<file path="config.mk">
export PLATFORM = sky130hd
export DESIGN_NAME = muldiv_unit_flat
export DESIGN_NICKNAME = d
export VERILOG_FILES = /design/src/rtl/muldiv_unit_if.sv /design/src/rtl/muldiv_unit.sv /design/src/flat_wrapper.sv
export SDC_FILE = /design/constraint.sdc
export NUM_CORES = 1
export LEC_CHECK = 0
export ABC_AREA = 1
export CELL_PAD_IN_SITES_DETAIL_PLACEMENT = 2
export CELL_PAD_IN_SITES_GLOBAL_PLACEMENT = 2
export CORE_MARGIN = 2
export CORE_UTILIZATION = 25
export DETAILED_ROUTE_END_ITERATION = 10
export GPL_TIMING_DRIVEN = 0
export PLACE_DENSITY = 0.68
export SLEW_MARGIN = 10
export SYNTH_ARGS = -nofsm -noshare
export SYNTH_HDL_FRONTEND = slang
export SYNTH_SLANG_ARGS = --single-unit
</file>
<file path="constraint.sdc">
create_clock -name clk -period 3.7 [get_ports clk]
set_clock_uncertainty 0.1 [all_clocks]
set_input_delay 0.74 -clock clk [delete_from_list [all_inputs] [get_ports clk]]
set_output_delay 0.74 -clock clk [all_outputs]
set_load 0.01 [all_outputs]
</file>
<file path="src/rtl/muldiv_unit_if.sv">
// Request/response bundle between pipeline control and the iterative multiply/divide unit.
interface muldiv_unit_if #(
    parameter int unsigned XLEN = 32
);
    logic            start;
    logic [4:0]      operation;
    logic [XLEN-1:0] op_a;
    logic [XLEN-1:0] op_b;
    logic            busy;
    logic            done;
    logic [XLEN-1:0] result;

    modport master (
        output start, operation, op_a, op_b,
        input  busy, done, result
    );

    modport slave (
        input  start, operation, op_a, op_b,
        output busy, done, result
    );
endinterface

</file>
<file path="src/rtl/muldiv_unit.sv">
// RV32M multiply/divide unit: magnitude conversion, XLEN-cycle shift-add or restoring
// divide, then sign correction and special-case selection. Fixed XLEN+3 cycle turnaround.
module muldiv_unit #(
    parameter int unsigned XLEN = 32
) (
    input  logic         clk,
    input  logic         rst_n,
    muldiv_unit_if.slave bus
);
    localparam int unsigned CW = (XLEN > 1) ? $clog2(XLEN) : 1;
    localparam int unsigned PW = 2 * XLEN;

    localparam logic [4:0] OP_MUL    = 5'b01000;
    localparam logic [4:0] OP_MULH   = 5'b01001;
    localparam logic [4:0] OP_MULHSU = 5'b01011;
    localparam logic [4:0] OP_DIV    = 5'b01100;
    localparam logic [4:0] OP_REM    = 5'b01110;

    localparam logic [XLEN-1:0] MIN_NEG = {1'b1, {(XLEN-1){1'b0}}};

    typedef enum logic [1:0] {
        S_IDLE,
        S_PREP,
        S_CALC,
        S_FIX
    } state_e;

    state_e          state_q, state_d;
    logic [CW-1:0]   cnt_q, cnt_d;
    logic            busy_q, busy_d;
    logic            done_q, done_d;
    logic [XLEN-1:0] result_q, result_d;
    logic [4:0]      op_q, op_d;
    logic [XLEN-1:0] a_q, a_d;
    logic [XLEN-1:0] b_q, b_d;
    logic [XLEN-1:0] opnd_q, opnd_d;
    logic [PW-1:0]   prod_q, prod_d;
    logic [XLEN:0]   rem_q, rem_d;
    logic            neg_q, neg_d;
    logic            dz_q, dz_d;
    logic            ovf_q, ovf_d;

    // Operand classification and magnitudes, evaluated while in PREP
    logic            is_valid, is_div, is_rem_sel;
    logic            signed_a, signed_b, a_neg, b_neg, res_neg;
    logic [XLEN-1:0] mag_a, mag_b;

    assign is_valid   = (op_q[4:3] == 2'b01);
    assign is_div     = op_q[2];
    assign is_rem_sel = op_q[1];
    assign signed_a   = (op_q == OP_MUL) || (op_q == OP_MULH) || (op_q == OP_MULHSU) ||
                        (op_q == OP_DIV) || (op_q == OP_REM);
    assign signed_b   = (op_q == OP_MUL) || (op_q == OP_MULH) ||
                        (op_q == OP_DIV) || (op_q == OP_REM);
    assign a_neg      = signed_a & a_q[XLEN-1];
    assign b_neg      = signed_b & b_q[XLEN-1];
    assign mag_a      = a_neg ? -a_q : a_q;
    assign mag_b      = b_neg ? -b_q : b_q;
    assign res_neg    = (op_q == OP_REM) ? a_neg : (a_neg ^ b_neg);

    // One iteration of each core
    logic [XLEN:0]   mul_sum, div_shift, div_trial;

    assign mul_sum   = {1'b0, prod_q[PW-1:XLEN]} + (prod_q[0] ? {1'b0, opnd_q} : {(XLEN+1){1'b0}});
    assign div_shift = {rem_q[XLEN-1:0], prod_q[XLEN-1]};
    assign div_trial = div_shift - {1'b0, opnd_q};

    // Sign correction and result selection for FIX
    logic [PW-1:0]   prod_fix;
    logic [XLEN-1:0] quo_fix, rem_fix, fix_res;

    assign prod_fix = neg_q ? -prod_q : prod_q;
    assign quo_fix  = neg_q ? -prod_q[XLEN-1:0] : prod_q[XLEN-1:0];
    assign rem_fix  = neg_q ? -rem_q[XLEN-1:0] : rem_q[XLEN-1:0];

    always_comb begin
        fix_res = '0;
        if (is_valid) begin
            if (!is_div)
                fix_res = (op_q == OP_MUL) ? prod_fix[XLEN-1:0] : prod_fix[PW-1:XLEN];
            else if (dz_q)
                fix_res = is_rem_sel ? a_q : '1;
            else if (ovf_q)
                fix_res = is_rem_sel ? '0 : MIN_NEG;
            else
                fix_res = is_rem_sel ? rem_fix : quo_fix;
        end
    end

    // Next-state logic
    always_comb begin
        state_d  = state_q;
        cnt_d    = cnt_q;
        busy_d   = busy_q;
        done_d   = 1'b0;
        result_d = result_q;
        op_d     = op_q;
        a_d      = a_q;
        b_d      = b_q;
        opnd_d   = opnd_q;
        prod_d   = prod_q;
        rem_d    = rem_q;
        neg_d    = neg_q;
        dz_d     = dz_q;
        ovf_d    = ovf_q;

        case (state_q)
            S_IDLE: begin
                if (bus.start) begin
                    op_d    = bus.operation;
                    a_d     = bus.op_a;
                    b_d     = bus.op_b;
                    busy_d  = 1'b1;
                    state_d = S_PREP;
                end
            end
            S_PREP: begin
                neg_d   = res_neg;
                dz_d    = (b_q == '0);
                ovf_d   = ((op_q == OP_DIV) || (op_q == OP_REM)) && (a_q == MIN_NEG) && (b_q == '1);
                opnd_d  = is_div ? mag_b : mag_a;
                prod_d  = {{XLEN{1'b0}}, (is_div ? mag_a : mag_b)};
                rem_d   = '0;
                cnt_d   = '0;
                state_d = S_CALC;
            end
            S_CALC: begin
                if (is_div) begin
                    if (!div_trial[XLEN]) begin
                        rem_d  = div_trial;
                        prod_d = {prod_q[PW-1:XLEN], prod_q[XLEN-2:0], 1'b1};
                    end else begin
                        rem_d  = div_shift;
                        prod_d = {prod_q[PW-1:XLEN], prod_q[XLEN-2:0], 1'b0};
                    end
                end else begin
                    prod_d = {mul_sum, prod_q[XLEN-1:1]};
                end
                cnt_d = cnt_q + CW'(1);
                if (cnt_q == CW'(XLEN - 1))
                    state_d = S_FIX;
            end
            S_FIX: begin
                result_d = fix_res;
                done_d   = 1'b1;
                busy_d   = 1'b0;
                state_d  = S_IDLE;
            end
            default: state_d = S_IDLE;
        endcase
    end

    always_ff @(posedge clk or negedge rst_n) begin
        if (!rst_n) begin
            state_q  <= S_IDLE;
            cnt_q    <= '0;
            busy_q   <= 1'b0;
            done_q   <= 1'b0;
            result_q <= '0;
            op_q     <= '0;
            a_q      <= '0;
            b_q      <= '0;
            opnd_q   <= '0;
            prod_q   <= '0;
            rem_q    <= '0;
            neg_q    <= 1'b0;
            dz_q     <= 1'b0;
            ovf_q    <= 1'b0;
        end else begin
            state_q  <= state_d;
            cnt_q    <= cnt_d;
            busy_q   <= busy_d;
            done_q   <= done_d;
            result_q <= result_d;
            op_q     <= op_d;
            a_q      <= a_d;
            b_q      <= b_d;
            opnd_q   <= opnd_d;
            prod_q   <= prod_d;
            rem_q    <= rem_d;
            neg_q    <= neg_d;
            dz_q     <= dz_d;
            ovf_q    <= ovf_d;
        end
    end

    assign bus.busy   = busy_q;
    assign bus.done   = done_q;
    assign bus.result = result_q;
endmodule

</file>
<file path="src/flat_wrapper.sv">
// flat-port wrapper written by rule: the top's interface ports become plain ports
module muldiv_unit_flat 
#(
    parameter int unsigned XLEN = 32
)
  (clk, rst_n, bus_start, bus_operation, bus_op_a, bus_op_b, bus_busy, bus_done, bus_result);
  muldiv_unit_if #(.XLEN(XLEN)) bus_i ();
  input  logic clk;
  input  logic rst_n;
  input wire logic [$bits(bus_i.start)-1:0] bus_start;
  input wire logic [$bits(bus_i.operation)-1:0] bus_operation;
  input wire logic [$bits(bus_i.op_a)-1:0] bus_op_a;
  input wire logic [$bits(bus_i.op_b)-1:0] bus_op_b;
  output wire logic [$bits(bus_i.busy)-1:0] bus_busy;
  output wire logic [$bits(bus_i.done)-1:0] bus_done;
  output wire logic [$bits(bus_i.result)-1:0] bus_result;
  assign bus_i.start = bus_start;
  assign bus_i.operation = bus_operation;
  assign bus_i.op_a = bus_op_a;
  assign bus_i.op_b = bus_op_b;
  assign bus_busy = bus_i.busy;
  assign bus_done = bus_i.done;
  assign bus_result = bus_i.result;
  muldiv_unit #(.XLEN(XLEN)) u_core (.clk(clk), .rst_n(rst_n), .bus(bus_i));
endmodule
</file>
==> results of run 1 <==
## stage by stage
stage / instance area, um^2 / setup slack, ns
final: 24820 / 0.2136
after global routing: 24820 / 0.03597
after CTS: 24820 / 0.007025
after detailed placement: 23660 / 0.06429
after global placement: 23600 / -9.917
after floorplan: 21130 / 1.019
## per-layer routing
layer	wire length [um]	vias to the layer above	track usage
li1	-	11320	-
met1	52540	12480	0.3596
met5	0	-	0
met4	6918	0	0.1426
met3	6368	206	0.03529
met2	55810	698	0.4573
## cell usage in the layout (no fill, tap or decap), drive strengths merged, types with 8 or more instances in the layout
cell type / n
ha: 75
clkdlybuf4s50: 104
nor4: 8
o211ai: 32
a21o: 13
xor2: 84
xnor2: 16
nor2: 345
inv: 387
nor3: 35
o22ai: 23
nand3: 351
dfrtp: 241
a22oi: 22
clkinv: 9
o21ai: 274
buf: 48
clkbuf: 127
a31oi: 22
a21oi: 153
nand3b: 9
o21bai: 11
a221oi: 24
nand4: 43
nand2: 1037
## logic make-up (layout without fill, tap and decap cells)
| kind of cell | Yosys count | count (layout) | synth area share |
|---|---|---|---|
| AO/OA/AOI/OAI | 595 | 595 | 0.1618 |
| adder cells (fa/ha/maj) | 77 | 77 | 0.04632 |
| flip-flops | 241 | 241 | 0.2855 |
| XOR/XNOR | 100 | 100 | 0.04146 |
| buffers and inverters | 514 | 682 | 0.09660 |
| AND/OR/NAND/NOR | 1839 | 1839 | 0.3683 |
## final timing paths
path | end | slack [ns]
setup / recovery | u_core.bus.result[20]$_DFFE_PN0P_ | 0.21
hold / removal | u_core.rem_q[21]$_DFFE_PN0P_ | -0.009
setup reg to reg | u_core.bus.result[20]$_DFFE_PN0P_ | 0.21
hold reg to reg | u_core.bus.result[1]$_DFFE_PN0P_ | 0.38
max in group asynchronous | u_core.cnt_q[0]$_DFFE_PN0P_ | 2.10
min in group clk | u_core.bus.result[1]$_DFFE_PN0P_ | 0.38
## flip-flops by register name (all words and copies together) (netlist names)
| register | flops |
|---|---|
| u_core.bus.result | 32 |
| u_core.prod_q | 64 |
| u_core.op_q | 5 |
| u_core.state_q | 2 |
| u_core.neg_q | 1 |
| u_core.ovf_q | 1 |
| u_core.cnt_q | 5 |
| u_core.a_q | 32 |
| u_core.rem_q | 32 |
| u_core.bus.done | 1 |
| u_core.bus.busy | 1 |
| u_core.opnd_q | 32 |
| u_core.dz_q | 1 |
| u_core.b_q | 32 |
## worst max-delay path: stages, from the launching register on
cell      delay (ns)
dfrtp_1         0.42
inv_1           0.23
clkbuf_1        0.75
clkbuf_1        0.71
a21oi_1         0.07
o21ai_0         0.64
nand2_1         0.11
a21oi_1         0.17
nand2_1         0.12
nand2_1         0.07
## area by class of cell
class / count / area share
Inverter: 387 / 0.05863
Timing Repair Buffer: 107 / 0.04476
Buffer: 127 / 0.02364
Multi-Input combinational cell: 2611 / 0.5261
Clock buffer: 45 / 0.03796
Tap cell: 1134 / 0.05717
Sequential cell: 241 / 0.2430
Clock inverter: 16 / 0.008771
## power by group
part	total, W	switching, W	internal, W	leakage, nW
Clock	0.00357	0.00147	0.00209	0.559
Sequential	0.00517	0.00148	0.00368	3.08
Combinational	0.0153	0.0112	0.00407	8.44
Total	0.0240	0.0142	0.00984	12.1
==> qor.csv, run 1 <==
stage;metric;value;unit
outcome;status;complete, but fails checks;
outcome;violations;hold timing;
logic_synthesis;synth_common_cells;nand2_1 (1021), inv_1 (375), nand3_1 (347), nor2_1 (323), o21ai_0 (243);
route;vias;24710;
run;cap_violations;0;
die;design.core.area;83690;um^2
clock_tree;postCtsSetupRepairBufs;0;
global_routing;grt_pass1_vias;25880;
global_routing;antenna_found_initial;1;
route;via_per_inst;5.293;
worst_setup_path;endpoint_kind;flip-flop;
place;io_buffers;105;
cells_and_area;syn2layout_area_growth;17.49;%
worst_setup_path;path_class;reg -> reg;
logic_synthesis;syn_area_per_cell;6.276;um^2
die;die-area;86840;um^2
clock_tree;postCtsHoldBufs;0;
clock_tree;clock_tree.root_cell;clkbuf_16;
worst_setup_path;ff2ff_path_depth;9;
logic_synthesis;synth_top_cell_by_area;dfrtp_1;
route;drc;0;
cells_and_area;final_cells;4668;
global_routing;grt_pass1_wl;177100;um
logic_synthesis;synthMostInstantiatedCell;nand2_1;
route;postRouteAntennaNets;0;
die;row_count;106;
cells_and_area;multiInputGateArea;13060;um^2
sta;min_period_over_period;0.9423;
cells_and_area;ff_latch_area;6031;um^2
sta;rsz0062_at_grt;no;
sta;fmax;286.8;MHz
place;dp_cells;4607;
worst_setup_path;critical_path.max_fanout;10;
logic_synthesis;synthArstFlopShare;1.000;
clock_tree;clk_latency;0.58;ns
clock_tree;cts_sinks;241;
cells_and_area;n_fill_cell;10300;
global_routing;grt_use_total;0.2792;
logic_synthesis;synth_area_leaders;dfrtp_1 (29%), nand2_1 (18%), nand3_1 (8.2%);
logic_synthesis;syn_nets;3515;
worst_setup_path;startpoint_type;flip-flop;
cells_and_area;final_util;0.2966;
logic_synthesis;synth_ff_type;dfrtp_1;
cells_and_area;diodes;0;
die;start_util;0.2524;
sta;setup-tns-final;0;ns
clock_tree;cts.repair.resized;0;
logic_synthesis;synth.cell_area;21130;um^2
sta;worst_slew_pin_slew;1.212;ns
cells_and_area;nNetsFinal;3658;
clock_tree;cts_tree;yes;
logic_synthesis;synth_edf_count;0;
logic_synthesis;ys_ff_latch;241;
clock_tree;numCtsBuffers;34;
logic_synthesis;synth_top_cell_area_share;0.2855;
die;chipWidth;294.7;um
hold_path;min_path_type;in -> async;
global_routing;gr-total-overflow;0;
power;p_leak;12.08;nW
route;drtPass1Iterations;5;
sta;min_period;3.486;ns
worst_setup_path;timing.rr.start;u_core.neg_q$_DFFE_PN0P_;
worst_setup_path;worst_ep_required_time;4.10;ns
place;place_congestion;0.9675;
route;drt_iter0_markers;1920;
die;die_h;294.7;um
place;dp_hpwl;101300;um
global_routing;grt_max_degree;95;
logic_synthesis;seq_area_frac_synth;0.2855;
logic_synthesis;synth_cell_types;56;
cells_and_area;layout-drive-gt1-share;0.04641;
power;total_power;0.02401;W
sta;whs;-0.009244;ns
clock_tree;cts.htree.levels;2;
logic_synthesis;yosys_warnings;0;
sta;relSlewSlack;0.1920;
power;p_per_area;967.3;nW/um^2
route;finalWirelength;121600;um
logic_synthesis;synthCells;3366;
route;wl_per_cell;26.06;um
sta;hold_viol;2;
sta;setup_violations;0;
clock_tree;clockBufferDepth;3;
clock_tree;clkTransAtPathRegs;0.06;ns
power;ir_worst_vdd;0.4513;mV
worst_setup_path;cp_data_arrival_time;3.89;ns
worst_setup_path;critPathLaunch;u_core.neg_q$_DFFE_PN0P_;
sta;slew_viol_final;0;
die;ios;106;
Note: power is estimated with default switching activity, not from simulation.
==> run 2, diff against run 1 <==
Settings changed: CAP_MARGIN set to 30, HOLD_SLACK_MARGIN set to 0.08.
Clock period 3.7 ns to 4 ns, I/O delays scaled along.
==> run 2 against run 1 <==
The flow now finishes without violations. Critical path type unchanged. Global-route usage is 0.14 points lower. Fmax is 7.1% lower. Clock-buffer cell count stayed put. Final area is 0.12% higher.
==> qor.csv, run 2 (synthesized netlist as in run 1, its figures left out) <==
stage;metric;value;unit;change
sta;worst_slew_pin_slew;1.007;ns;-0.2046 ns
cells_and_area;n_fill_cell;10360;;+0.54%
global_routing;grt_use_total;0.2778;;-0.001409
worst_setup_path;ff2ff_path_depth;18;;+9
die;start_util;0.2524;;unchanged
global_routing;antenna_found_initial;1;;unchanged
place;dp_hpwl;101500;um;+0.17%
global_routing;grt_max_degree;95;;unchanged
cells_and_area;largest_register;u_core.prod_q;;
cells_and_area;mostFrequentLayoutCells;nand2_1 (1021), inv_1 (375), nand3_1 (347);;
cells_and_area;diodes;0;;unchanged
worst_setup_path;worst_ep_required_time;4.34;ns;+0.24 ns
route;via_per_inst;5.299;;+0.11%
sta;setup-tns-final;0;ns;unchanged
clock_tree;postCtsSetupRepairBufs;0;;unchanged
cells_and_area;largest_reg_flops;64;;unchanged
route;postRouteAntennaNets;0;;unchanged
die;chipWidth;294.7;um;unchanged
clock_tree;clockBufferDepth;3;;unchanged
sta;whs;0.05253;ns;+0.06178 ns
route;vias;24750;;+0.17%
clock_tree;cts.repair.resized;0;;unchanged
sta;slew_viol_final;0;;unchanged
worst_setup_path;startpoint_type;flip-flop;;
cells_and_area;layout-drive-gt1-share;0.04665;;+0.0002434
global_routing;gr-total-overflow;0;;unchanged
die;die-area;86840;um^2;unchanged
clock_tree;cts_tree;yes;;
die;row_count;106;;unchanged
worst_setup_path;endpoint_kind;flip-flop;;
worst_setup_path;path_class;reg -> reg;;
cells_and_area;final_cells;4671;;+0.064%
sta;rsz0062_at_grt;no;;
cells_and_area;nNetsFinal;3661;;+0.082%
clock_tree;cts_sinks;241;;unchanged
worst_setup_path;rrSetupSlack;0.25;ns;+0.03 ns
place;dp_cells;4609;;+0.043%
sta;layout_setup_ws;0.2478;ns;+0.03423 ns
clock_tree;clock_tree.root_cell;clkbuf_16;;
run;cap_violations;0;;unchanged
worst_setup_path;timing.rr.start;u_core.prod_q[0]$_DFFE_PN0P_;;
route;drtPass1Iterations;5;;unchanged
power;p_per_area;892.0;nW/um^2;-7.8%
clock_tree;clkTransAtPathRegs;0.06;ns;about the same
route;drt_iter0_markers;1945;;+1.3%
route;finalWirelength;121000;um;-0.49%
place;place_congestion;0.9675;;unchanged
power;p_leak;12.10;nW;+0.15%
sta;relSlewSlack;0.3284;;+0.1364
worst_setup_path;cp_data_arrival_time;4.09;ns;+0.20 ns
worst_setup_path;critical_path.max_fanout;10;;unchanged
sta;hold_viol;0;;-2
sta;min_period_over_period;0.9380;;-0.004229
cells_and_area;syn2layout_area_growth;17.63;%;
place;io_buffers;105;;unchanged
clock_tree;cts.htree.levels;2;;unchanged
die;ios;106;;unchanged
global_routing;grt_pass1_vias;25790;;-0.35%
hold_path;min_path_type;in -> async;;
sta;fmax;266.5;MHz;-7.1%
global_routing;grt_pass1_wl;176100;um;-0.58%
place;pre_cts_slack;0.3676;ns;+0.3033 ns
route;wl_per_cell;25.91;um;-0.55%
power;ir_worst_vdd;0.3730;mV;-17%
worst_setup_path;rr_endpoint;u_core.prod_q[49]$_DFFE_PN0P_;;
cells_and_area;final_common_cell;nand2_1;;
clock_tree;clk_latency;0.59;ns;about the same
die;die_h;294.7;um;unchanged
sta;min_period;3.752;ns;+0.2658 ns
route;drc;0;;unchanged
die;design.core.area;83690;um^2;unchanged
outcome;status;finished, final reports clean;;
clock_tree;postCtsHoldBufs;0;;unchanged
sta;setup_violations;0;;unchanged
clock_tree;numCtsBuffers;35;;+2.9%
## run 2: worst max-delay path by stage
stage                                      start                            end  slack (ns)  depth (start not counted)
detailed placement  u_core.prod_q[0]$_DFFE_PN0P_  u_core.prod_q[49]$_DFFE_PN0P_        0.37                         18
finish              u_core.prod_q[0]$_DFFE_PN0P_  u_core.prod_q[49]$_DFFE_PN0P_        0.25                         18
CTS                 u_core.prod_q[0]$_DFFE_PN0P_  u_core.prod_q[49]$_DFFE_PN0P_        0.29                         18
global route        u_core.prod_q[0]$_DFFE_PN0P_  u_core.prod_q[53]$_DFFE_PN0P_        0.01                         18
global placement                           rst_n      u_core.a_q[8]$_DFFE_PN0P_       -9.68                          1
floorplan           u_core.prod_q[0]$_DFFE_PN0P_  u_core.prod_q[49]$_DFFE_PN0P_        1.32                         18
## run 2: layout make-up
type	count	area, um^2	area share
multi-input combinational	2611	13050	0.5253
timing repair buffer	109	1137	0.04577
clock buffer	45	953.4	0.03837
inverter	387	1455	0.05856
clock inverter	17	214.0	0.008610
buffer	127	585.6	0.02357
sequential	241	6031	0.2427
tap	1134	1419	0.05710
## run 2: worst max-delay path: stages, from the launching register on
cell      delay, ns
dfrtp_1        0.32
buf_2          0.28
clkbuf_1       0.45
nand2_1        0.10
inv_1          0.10
ha_1           0.15
inv_1          0.06
fa_1           0.36
inv_1          0.09
nand2_1        0.07
o21ai_1        0.33
a21oi_1        0.20
o21bai_2       0.30
a21o_1         0.27
nand2_1        0.11
nand2_1        0.07
nand2_1        0.05
nand3_1        0.08
o21ai_0        0.10
## run 2: power breakdown
part | internal, W | switching [W] | total (W) | leakage (nW)
sequential | 0.00341 | 0.00137 | 0.00478 | 3.08
clock | 0.00190 | 0.00137 | 0.00327 | 0.569
combinational | 0.00378 | 0.0103 | 0.0141 | 8.45
total | 0.00909 | 0.0131 | 0.0222 | 12.1
## run 2: layer usage
| layer | GRT usage | wire [um] |
|---|---|---|
| met5 | 0 | 0 |
| met4 | 0.1419 | 7060 |
| met3 | 0.02843 | 5786 |
| met2 | 0.4534 | 55090 |
| met1 | 0.3632 | 53110 |
## run 2: per-stage QoR
stage          cell area, um^2  utilization  total power [W]
2_1_floorplan            21130            -          0.01215
3_3_place_gp             23600       0.2819          0.01821
3_5_place_dp             23680       0.2830          0.01855
4_1_cts                  24850       0.2969          0.02191
5_1_grt                  24850       0.2969          0.02344
6_report                 24850       0.2969          0.02217
